## config.mk

```make
export PLATFORM = sky130hd
export DESIGN_NAME = keypad_time_entry
export DESIGN_NICKNAME = d
export VERILOG_FILES = /design/src/rtl/keypad_time_entry_pkg.sv /design/src/rtl/keypad_time_entry_scanner.sv /design/src/rtl/keypad_time_entry.sv
export SDC_FILE = /design/constraint.sdc
export NUM_CORES = 1
export LEC_CHECK = 0
export BUFFER_PORTS_ARGS = -buffer_cell sky130_fd_sc_hd__buf_2
export CAP_MARGIN = 30
export CORE_ASPECT_RATIO = 0.75
export CORE_MARGIN = 3
export CORE_UTILIZATION = 40
export DETAILED_ROUTE_END_ITERATION = 8
export GPL_TIMING_DRIVEN = 0
export PLACE_DENSITY_LB_ADDON = 0.1
export SLEW_MARGIN = 15
export SYNTH_ARGS = -nofsm -noshare
export SYNTH_HDL_FRONTEND = slang
export SYNTH_SLANG_ARGS = --single-unit
```

## constraint.sdc

```tcl
create_clock -name clk -period 6 [get_ports clk]
set_input_delay 0.3 -clock clk [delete_from_list [all_inputs] [get_ports clk]]
set_output_delay 0.3 -clock clk [all_outputs]
set_load 0.01 [all_outputs]
```

## src/rtl/keypad_time_entry_pkg.sv

```systemverilog
// rtl/keypad_time_entry_pkg.sv - shared key codes, scanner states and keypad layout
package keypad_time_entry_pkg;

    localparam logic [3:0] KEY_CLEAR = 4'd10;
    localparam logic [3:0] KEY_ENTER = 4'd11;

    typedef enum logic [1:0] {
        SCAN     = 2'd0,
        DEBOUNCE = 2'd1,
        HELD     = 2'd2
    } scan_state_t;

    // One nibble per key, indexed by row*4+col (index 0 in the low nibble).
    // row0 = 1,2,3,A  row1 = 4,5,6,B  row2 = 7,8,9,C  row3 = *,0,#,D
    // with C=12, D=13, *=14, #=15.
    localparam logic [63:0] KEY_LAYOUT = 64'hDF0E_C987_B654_A321;

    function automatic logic [3:0] key_lookup(input logic [1:0] r, input logic [1:0] c);
        logic [5:0] base;
        base = {r, c, 2'b00};
        return KEY_LAYOUT[base +: 4];
    endfunction

endpackage

```

## src/rtl/keypad_time_entry_scanner.sv

```systemverilog
// rtl/keypad_time_entry_scanner.sv - keypad column scanner with debounce
// Ports: clk, rst_n (sync active-low), row (active-low sense),
//        col (active-low one-hot drive), key_code, key_strobe (one-cycle).
module keypad_scanner
    import keypad_time_entry_pkg::*;
#(
    parameter int SCAN_DIV       = 100000,
    parameter int DEBOUNCE_TICKS = 4
) (
    input  logic       clk,
    input  logic       rst_n,
    input  logic [3:0] row,
    output logic [3:0] col,
    output logic [3:0] key_code,
    output logic       key_strobe
);

    localparam int PW = (SCAN_DIV > 1) ? $clog2(SCAN_DIV) : 1;
    localparam int DW = (DEBOUNCE_TICKS > 1) ? $clog2(DEBOUNCE_TICKS) : 1;
    localparam logic [PW-1:0] PRE_LAST = PW'(SCAN_DIV - 1);
    localparam logic [DW-1:0] DEB_LAST = DW'(DEBOUNCE_TICKS - 1);

    scan_state_t   state;
    logic [PW-1:0] pre_cnt;
    logic [DW-1:0] deb_cnt;
    logic [1:0]    col_idx;
    logic [1:0]    key_row;
    logic [1:0]    low_row;
    logic [1:0]    next_idx;
    logic          tick;

    assign tick     = (pre_cnt == PRE_LAST);
    assign next_idx = col_idx + 2'd1;

    // Lowest-numbered row reading low wins when several are pressed.
    always_comb begin
        low_row = 2'd3;
        if (!row[0])      low_row = 2'd0;
        else if (!row[1]) low_row = 2'd1;
        else if (!row[2]) low_row = 2'd2;
    end

    always_ff @(posedge clk) begin
        if (!rst_n) begin
            state      <= SCAN;
            pre_cnt    <= '0;
            deb_cnt    <= '0;
            col_idx    <= 2'd0;
            col        <= 4'b1110;
            key_row    <= 2'd0;
            key_code   <= 4'd0;
            key_strobe <= 1'b0;
        end else begin
            key_strobe <= 1'b0;
            pre_cnt    <= tick ? '0 : pre_cnt + 1'b1;
            if (tick) begin
                case (state)
                    SCAN: begin
                        if (row != 4'hF) begin
                            // col stays frozen on the column that produced the hit
                            key_row <= low_row;
                            deb_cnt <= '0;
                            state   <= DEBOUNCE;
                        end else begin
                            col_idx <= next_idx;
                            col     <= ~(4'b0001 << next_idx);
                        end
                    end
                    DEBOUNCE: begin
                        if (!row[key_row]) begin
                            if (deb_cnt == DEB_LAST) begin
                                state      <= HELD;
                                deb_cnt    <= '0;
                                key_code   <= key_lookup(key_row, col_idx);
                                key_strobe <= 1'b1;
                            end else begin
                                deb_cnt <= deb_cnt + 1'b1;
                            end
                        end else begin
                            state   <= SCAN;
                            deb_cnt <= '0;
                        end
                    end
                    HELD: begin
                        if (row == 4'hF) begin
                            if (deb_cnt == DEB_LAST) begin
                                state   <= SCAN;
                                deb_cnt <= '0;
                            end else begin
                                deb_cnt <= deb_cnt + 1'b1;
                            end
                        end else begin
                            deb_cnt <= '0;
                        end
                    end
                    default: state <= SCAN;
                endcase
            end
        end
    end

endmodule

```

## src/rtl/keypad_time_entry.sv

```systemverilog
// rtl/keypad_time_entry.sv - keypad MM:SS entry with conversion to seconds
// Ports: clk, rst_n (sync active-low), row/col keypad matrix, key_code,
//        key_strobe, entry_bcd {M1,M0,S1,S0}, value (seconds),
//        value_valid and entry_error one-cycle pulses.
module keypad_time_entry
    import keypad_time_entry_pkg::*;
#(
    parameter int SCAN_DIV       = 100000,
    parameter int DEBOUNCE_TICKS = 4
) (
    input  logic        clk,
    input  logic        rst_n,
    input  logic [3:0]  row,
    output logic [3:0]  col,
    output logic [3:0]  key_code,
    output logic        key_strobe,
    output logic [15:0] entry_bcd,
    output logic [15:0] value,
    output logic        value_valid,
    output logic        entry_error
);

    logic        conv_pending;
    logic        conv_ok;
    logic [15:0] conv_sum;
    logic [7:0]  minutes;
    logic [7:0]  seconds;
    logic [15:0] total;

    keypad_scanner #(
        .SCAN_DIV       (SCAN_DIV),
        .DEBOUNCE_TICKS (DEBOUNCE_TICKS)
    ) u_scan (
        .clk        (clk),
        .rst_n      (rst_n),
        .row        (row),
        .col        (col),
        .key_code   (key_code),
        .key_strobe (key_strobe)
    );

    always_comb begin
        minutes = {4'd0, entry_bcd[15:12]} * 8'd10 + {4'd0, entry_bcd[11:8]};
        seconds = {4'd0, entry_bcd[7:4]} * 8'd10 + {4'd0, entry_bcd[3:0]};
        total   = {8'd0, minutes} * 16'd60 + {8'd0, seconds};
    end

    // Enter is handled in two stages: the strobe cycle captures the result
    // and the seconds-digit check, the following edge commits or rejects.
    always_ff @(posedge clk) begin
        if (!rst_n) begin
            entry_bcd    <= 16'd0;
            value        <= 16'd0;
            value_valid  <= 1'b0;
            entry_error  <= 1'b0;
            conv_pending <= 1'b0;
            conv_ok      <= 1'b0;
            conv_sum     <= 16'd0;
        end else begin
            value_valid  <= 1'b0;
            entry_error  <= 1'b0;
            conv_pending <= 1'b0;
            if (key_strobe) begin
                if (key_code <= 4'd9) begin
                    entry_bcd <= {entry_bcd[11:0], key_code};
                end else if (key_code == KEY_CLEAR) begin
                    entry_bcd <= 16'd0;
                end else if (key_code == KEY_ENTER) begin
                    conv_pending <= 1'b1;
                    conv_ok      <= (entry_bcd[7:4] <= 4'd5);
                    conv_sum     <= total;
                end
            end
            if (conv_pending) begin
                if (conv_ok) begin
                    value       <= conv_sum;
                    value_valid <= 1'b1;
                    entry_bcd   <= 16'd0;
                end else begin
                    entry_error <= 1'b1;
                end
            end
        end
    end

endmodule

```

---- Word-level counts from Yosys, hierarchy flattened ----
Index checks and enable logic that the tools add are counted.
storage, ports and cells
  memory bits (writable) .................. 0
  register bits after elaboration ......... 86
  memories kept ........................... 0
  ROM bits ................................ 0
  bits in latches ......................... 0
operators by class
  reductions and logical operators ........ 13
  add/sub/neg operators ................... 6
  equality and inequality tests ........... 12
  shift-type cells ........................ 2
  $lt $le $gt $ge ......................... 3
  $mul .................................... 3
  divide/modulo/power cells ............... 0
  bitwise operators ....................... 9
  muxes and demuxes ....................... 25
operators by type and width
  kind                                                                         count
  16-bit two-way mux                                                           5
  64-bit by 7-bit indexed part select with 4-bit output, first input constant  1
  2-bit two-way mux                                                            11
  17-bit by 1-bit adder with 17-bit output, second input constant              1
  17-bit == test, second input constant                                        1
  8-bit by 4-bit adder with 8-bit output                                       2
  14-bit by 8-bit adder with 15-bit output                                     1
  4-bit by 3-bit multiplier with 7-bit output, second input constant           2
  4-bit == test, second input constant                                         3
  8-bit by 4-bit multiplier with 12-bit output, second input constant          1
  2-bit one-hot mux with 3 select lines                                        2
  3-bit AND reduction                                                          3
  1-bit inverter                                                               8
  4-bit AND reduction                                                          2
  4-bit OR reduction                                                           2
  1-bit two-way mux                                                            6
  2-bit by 1-bit != test with 1-bit output, second input constant              3
  5-bit AND reduction                                                          1
  2-bit by 1-bit adder with 2-bit output, second input constant                2
  2-bit == test, second input constant                                         2
  4-bit by 3-bit <= comparator with 1-bit output, second input constant        1
  4-bit <= comparator, second input constant                                   1
  4-bit != test, second input constant                                         1
  4-bit inverter                                                               1
  9 further kinds                                                              10

---- Logic depth before layout (Yosys ltp) ----
  depth in word-level cells ............... 6
  depth in mapped cells ................... 19
  depth with buffers taken out ............ 19

---- Modules after synthesis ----
From an unflattened synthesis, not the netlist that was laid out.
unflattened totals
  cells, all modules ...................... 580
  area total of the unflattened synthesis .. 5,195.0 µm²
modules (own cells, without submodules)
  module             cells each  times used  area each (µm²)
  keypad_time_entry  376         1           3,380.7
  keypad_scanner     204         1           1,814.2

---- Worst setup path after synthesis ----
OpenSTA, ideal clock, no wires.
  path type ............................... reg-to-reg
  from .................................... reg entry_bcd[15]
  to ...................................... reg conv_sum[13]
  cell stages (with the launch flop) ...... 18
  clock period less this slack ............ 4,649 ps
  data arrival time ....................... 4,516 ps
  setup slack ............................. 1,351 ps
  data required time ...................... 5,867 ps
  cell sequence ........................... dfxtp_1 ha_1 ha_1 fa_1 nand2_1 or4_1 a31oi_4 inv_1 ha_1 ha_1 ha_1 a21o_1 a21oi_1 nor2b_1 a311o_1 xnor2_1 xnor2_1 a21oi_1
between the ends
  cells in the longest elaborated chain, start to end .. 4
ends and longest elaborated chain
  element                                       RTL line                 RTL
  start: declaration                            keypad_time_entry.sv:17  output logic [15:0] entry_bcd,
  start signal: assignment                      keypad_time_entry.sv:65  entry_bcd <= {entry_bcd[11:0], key_code};
  4-bit by 3-bit multiplier with 7-bit output   keypad_time_entry.sv:43  minutes = {4'd0, entry_bcd[15:12]} * 8'd10 + {4'd0, entry_bcd[11:8]};
  8-bit by 4-bit adder with 8-bit output        keypad_time_entry.sv:43
  8-bit by 4-bit multiplier with 12-bit output  keypad_time_entry.sv:45  total = {8'd0, minutes} * 16'd60 + {8'd0, seconds};
  14-bit by 8-bit adder with 15-bit output      keypad_time_entry.sv:45
  end signal: assignment                        keypad_time_entry.sv:71  conv_sum <= total;
  end: declaration                              keypad_time_entry.sv:25  logic [15:0] conv_sum;
Every way passes these cells.
A chain may end at the register's enable or synchronous reset.

---- Worst setup path after layout ----
  from .................................... reg entry_bcd[15]
  to ...................................... reg conv_sum[14]
Same word-level chain as after synthesis.

==> flow_summary.json <==
{
  "drt-wirelength-per-cell_um": 13.44,
  "maximum_number_of_pins_on_one_net_before_global_route_repair": 17,
  "final_layout_size_suffix_gt1_frac": 0.1226,
  "r2r_end": "conv_sum[14]",
  "synth_top_flop_cell": "sky130_fd_sc_hd__dfxtp_1",
  "design.core.area_mm2": 0.01239,
  "detail_route.drc_violations": 0,
  "final.setup.tns_ns": 0,
  "dieWidth_um": 136.6,
  "die-area_mm2": 0.01420,
  "die_h_um": 103.9,
  "cts_root_buffer": "sky130_fd_sc_hd__clkbuf_16",
  "min_delay_worst_endpoint": "conv_sum[3]",
  "power_dens_cells_mw_per_mm2": 188.8,
  "first_pass_iters": 4,
  "final-instance-count-excl-fill": 835,
  "class_of_the_tightest_hold_or_removal_check": "in2reg",
  "worst_hold_path.num_cells": 3,
  "hold_buffers": 0,
  "netlist_area_mm2": 0.005116,
  "leakage_uw": 0.002576,
  "vias_per_cell": 5.040,
  "total_length_of_routed_wires_um": 11220,
  "synth.top_cell.area_share": 0.3287,
  "min_from": "rst_n",
  "stdcell_area_mm2": 0.005847,
  "netlist.top_cell.by_area": "sky130_fd_sc_hd__dfxtp_1",
  "leading_cell_types_by_total_area_after_synthesis": "sky130_fd_sc_hd__dfxtp_1 (33%), sky130_fd_sc_hd__ha_1 (12%), sky130_fd_sc_hd__a21oi_1 (5.8%)",
  "final_net_count": 732,
  "worst_ep_arrival_time_ns": 5.40,
  "mostFrequentLayoutCell": "sky130_fd_sc_hd__dfxtp_1",
  "final-hold-violation-count": 0,
  "number_of_storage_elements_in_the_synthesis_netlist": 84,
  "total_power_uw": 1104,
  "grt_pass1_wl_um": 18680,
  "rr_startpoint": "entry_bcd[15]",
  "reg2reg_path_depth": 17,
  "cts_resized": 0,
  "num_rows": 35,
  "initial_antenna_violation_count": 0,
  "drt_first_iter_violations": 197,
  "slew_violations": 0,
  "postCtsSetupBuffers": 0,
  "grt_pass1_vias": 3785,
  "hold-worst-slack_ns": 0.3295,
  "critical_path_class": "reg2reg",
  "global_route.overflow_total": 0,
  "yosysWarningCount": 0,
  "initial_core_utilization": 0.4128,
  "timing.final.crit_share": 0.8555,
  "cts_max_level": 3,
  "maxSlewHeadroom": 0.5696,
  "synth-edff-count": 0,
  "crit_path_max_fanout": 7,
  "gp_routability_congestion": 0.8040,
  "synth.net_count": 674,
  "layout_min_cycle_time_ns": 5.133,
  "setup_viol": 0,
  "layout_common_cells": "sky130_fd_sc_hd__dfxtp_1 (84), sky130_fd_sc_hd__nand2_1 (76), sky130_fd_sc_hd__nor2_1 (70)",
  "post_synth.cell_area_avg_um2": 8.443,
  "worstSetupEndpointType": "flop",
  "fmaxAchievable_mhz": 194.8,
  "worstPathRequired_ns": 6.27,
  "rsz0062_at_grt": "false",
  "synth_async_sr_flop_share": 0,
  "timing.clock.skew_ns": 0.007452,
  "number_of_placed_instances_taps_included": 819,
  "cts_tree": "yes",
  "ys_seq_area_frac": 0.3287,
  "clockBufferDepth": 2,
  "detailed_place_hpwl_um": 8764,
  "placed_area_mm2": 0.005559,
  "synthesis.instances": 606,
  "worst_slew_pin_slew_ns": 0.6355,
  "num_io_pins": 49,
  "n_antenna_cell": 0,
  "area_growth_syn_to_layout_pct": 14.28,
  "run_status": "completed",
  "cts_buffers": 9,
  "peakVddDrop_uv": 131.7,
  "cts.clk_slew.worst_paths_ns": 0.06,
  "regToRegSetupSlack_ns": 0.87,
  "numClockSinks": 84,
  "clock_insertion_delay_worst_skew_ns": 0.34,
  "via_count": 4208,
  "cap_viol_max_count": 0,
  "groute.usage.overall": 0.1615,
  "numPortBuffers": 47,
  "synthDistinctLibCells": 61,
  "ant_nets": 0,
  "startpoint_type": "flop"
}
flip-flops by register name, summed over array words and instances, names as in the netlist, 4 cells and up:
register,cells
conv_sum,15
entry_bcd,16
u_scan.col,4
u_scan.key_code,4
u_scan.pre_cnt,17
value,15
synth_stat cells, drive strengths merged, types with 2 or more instances:
cell and number:
a211oi 4, a21boi 2, a21o 7, a21oi 60
a22oi 15, a31oi 3, and2 6, and3 6
buf 3, clkbuf 19, dfxtp 84, fa 13
ha 49, inv 34, mux2i 7, nand2 76
nand2b 6, nand3 17, nand3b 3, nand4 8
nor2 70, nor2b 8, nor3 7, nor3b 3
nor4b 3, o2111ai 2, o211ai 3, o21ai 21
or2 3, or3 8, or4 2, xnor2 24
xor2 17
metrics by stage:
step,util,worst slack (ns)
after floorplan,-,1.351
final,0.4718,0.8667
after detailed placement,0.4486,0.9141
after global placement,0.4486,0.9557
after CTS,0.4718,0.8572
after global routing,0.4718,0.6066
metal layers:
| metal | part of all wire | up-vias | track usage |
|---|---|---|---|
| met5 | 0 | - | 0 |
| met4 | 0.0080 | 0 | 0.04388 |
| met3 | 0.043 | 10 | 0.03482 |
| met2 | 0.39 | 82 | 0.2120 |
| met1 | 0.56 | 1925 | 0.2595 |
| li1 | - | 2191 | - |
critical path: stages (launching register included):
cell and delay [ns]:
sky130_fd_sc_hd__dfxtp_1 0.48, sky130_fd_sc_hd__ha_1 0.30, sky130_fd_sc_hd__ha_1 0.23, sky130_fd_sc_hd__fa_1 0.52, sky130_fd_sc_hd__nand2_1 0.11, sky130_fd_sc_hd__or4_1 0.53, sky130_fd_sc_hd__a31oi_4 0.28, sky130_fd_sc_hd__inv_1 0.07
sky130_fd_sc_hd__ha_1 0.31, sky130_fd_sc_hd__ha_1 0.31, sky130_fd_sc_hd__ha_1 0.39, sky130_fd_sc_hd__a21o_1 0.25, sky130_fd_sc_hd__a21oi_1 0.19, sky130_fd_sc_hd__nor2b_1 0.07, sky130_fd_sc_hd__a311o_1 0.33, sky130_fd_sc_hd__xnor2_1 0.35
sky130_fd_sc_hd__nand4_1 0.19, sky130_fd_sc_hd__a21oi_1 0.18
power breakdown:
| group | total, uW | switching, uW | internal (uW) |
|---|---|---|---|
| sequential | 560 | 1.14 | 559 |
| combinational | 21.1 | 15.1 | 5.98 |
| clock | 523 | 236 | 286 |
how the worst max path moves through the flow:
stage / slack (ns) / endpoint / cells past startpoint / startpoint
2_1_floorplan: 1.35 / conv_sum[13] / 17 / entry_bcd[15]
3_3_place_gp: 0.96 / conv_sum[14] / 17 / entry_bcd[15]
3_5_place_dp: 0.91 / conv_sum[14] / 17 / entry_bcd[15]
4_1_cts: 0.86 / conv_sum[14] / 17 / entry_bcd[15]
5_1_grt: 0.61 / conv_sum[14] / 17 / entry_bcd[15]
6_report: 0.87 / conv_sum[14] / 17 / entry_bcd[15]
cells by family after synthesis:
logic type / count (synthesis) / synth area share
mux: 8 / 0.01810
compound gates: 125 / 0.1511
fa+ha+maj: 62 / 0.1707
buf+inv: 56 / 0.04304
other cells: 1 / 0.0007330
simple gates: 229 / 0.2159
xor+xnor: 41 / 0.07166
flops: 84 / 0.3287
final cells by class:
type,instances,area [um^2]
clock buffer,9,225.2
fill,1243,6546
tap,166,207.7
buffer,22,92.59
clock inverter,7,62.56
timing repair buffer,47,235.2
multi-input combinational,466,3214
sequential,84,1682
inverter,34,127.6
Power figures use the tool's default switching activity.
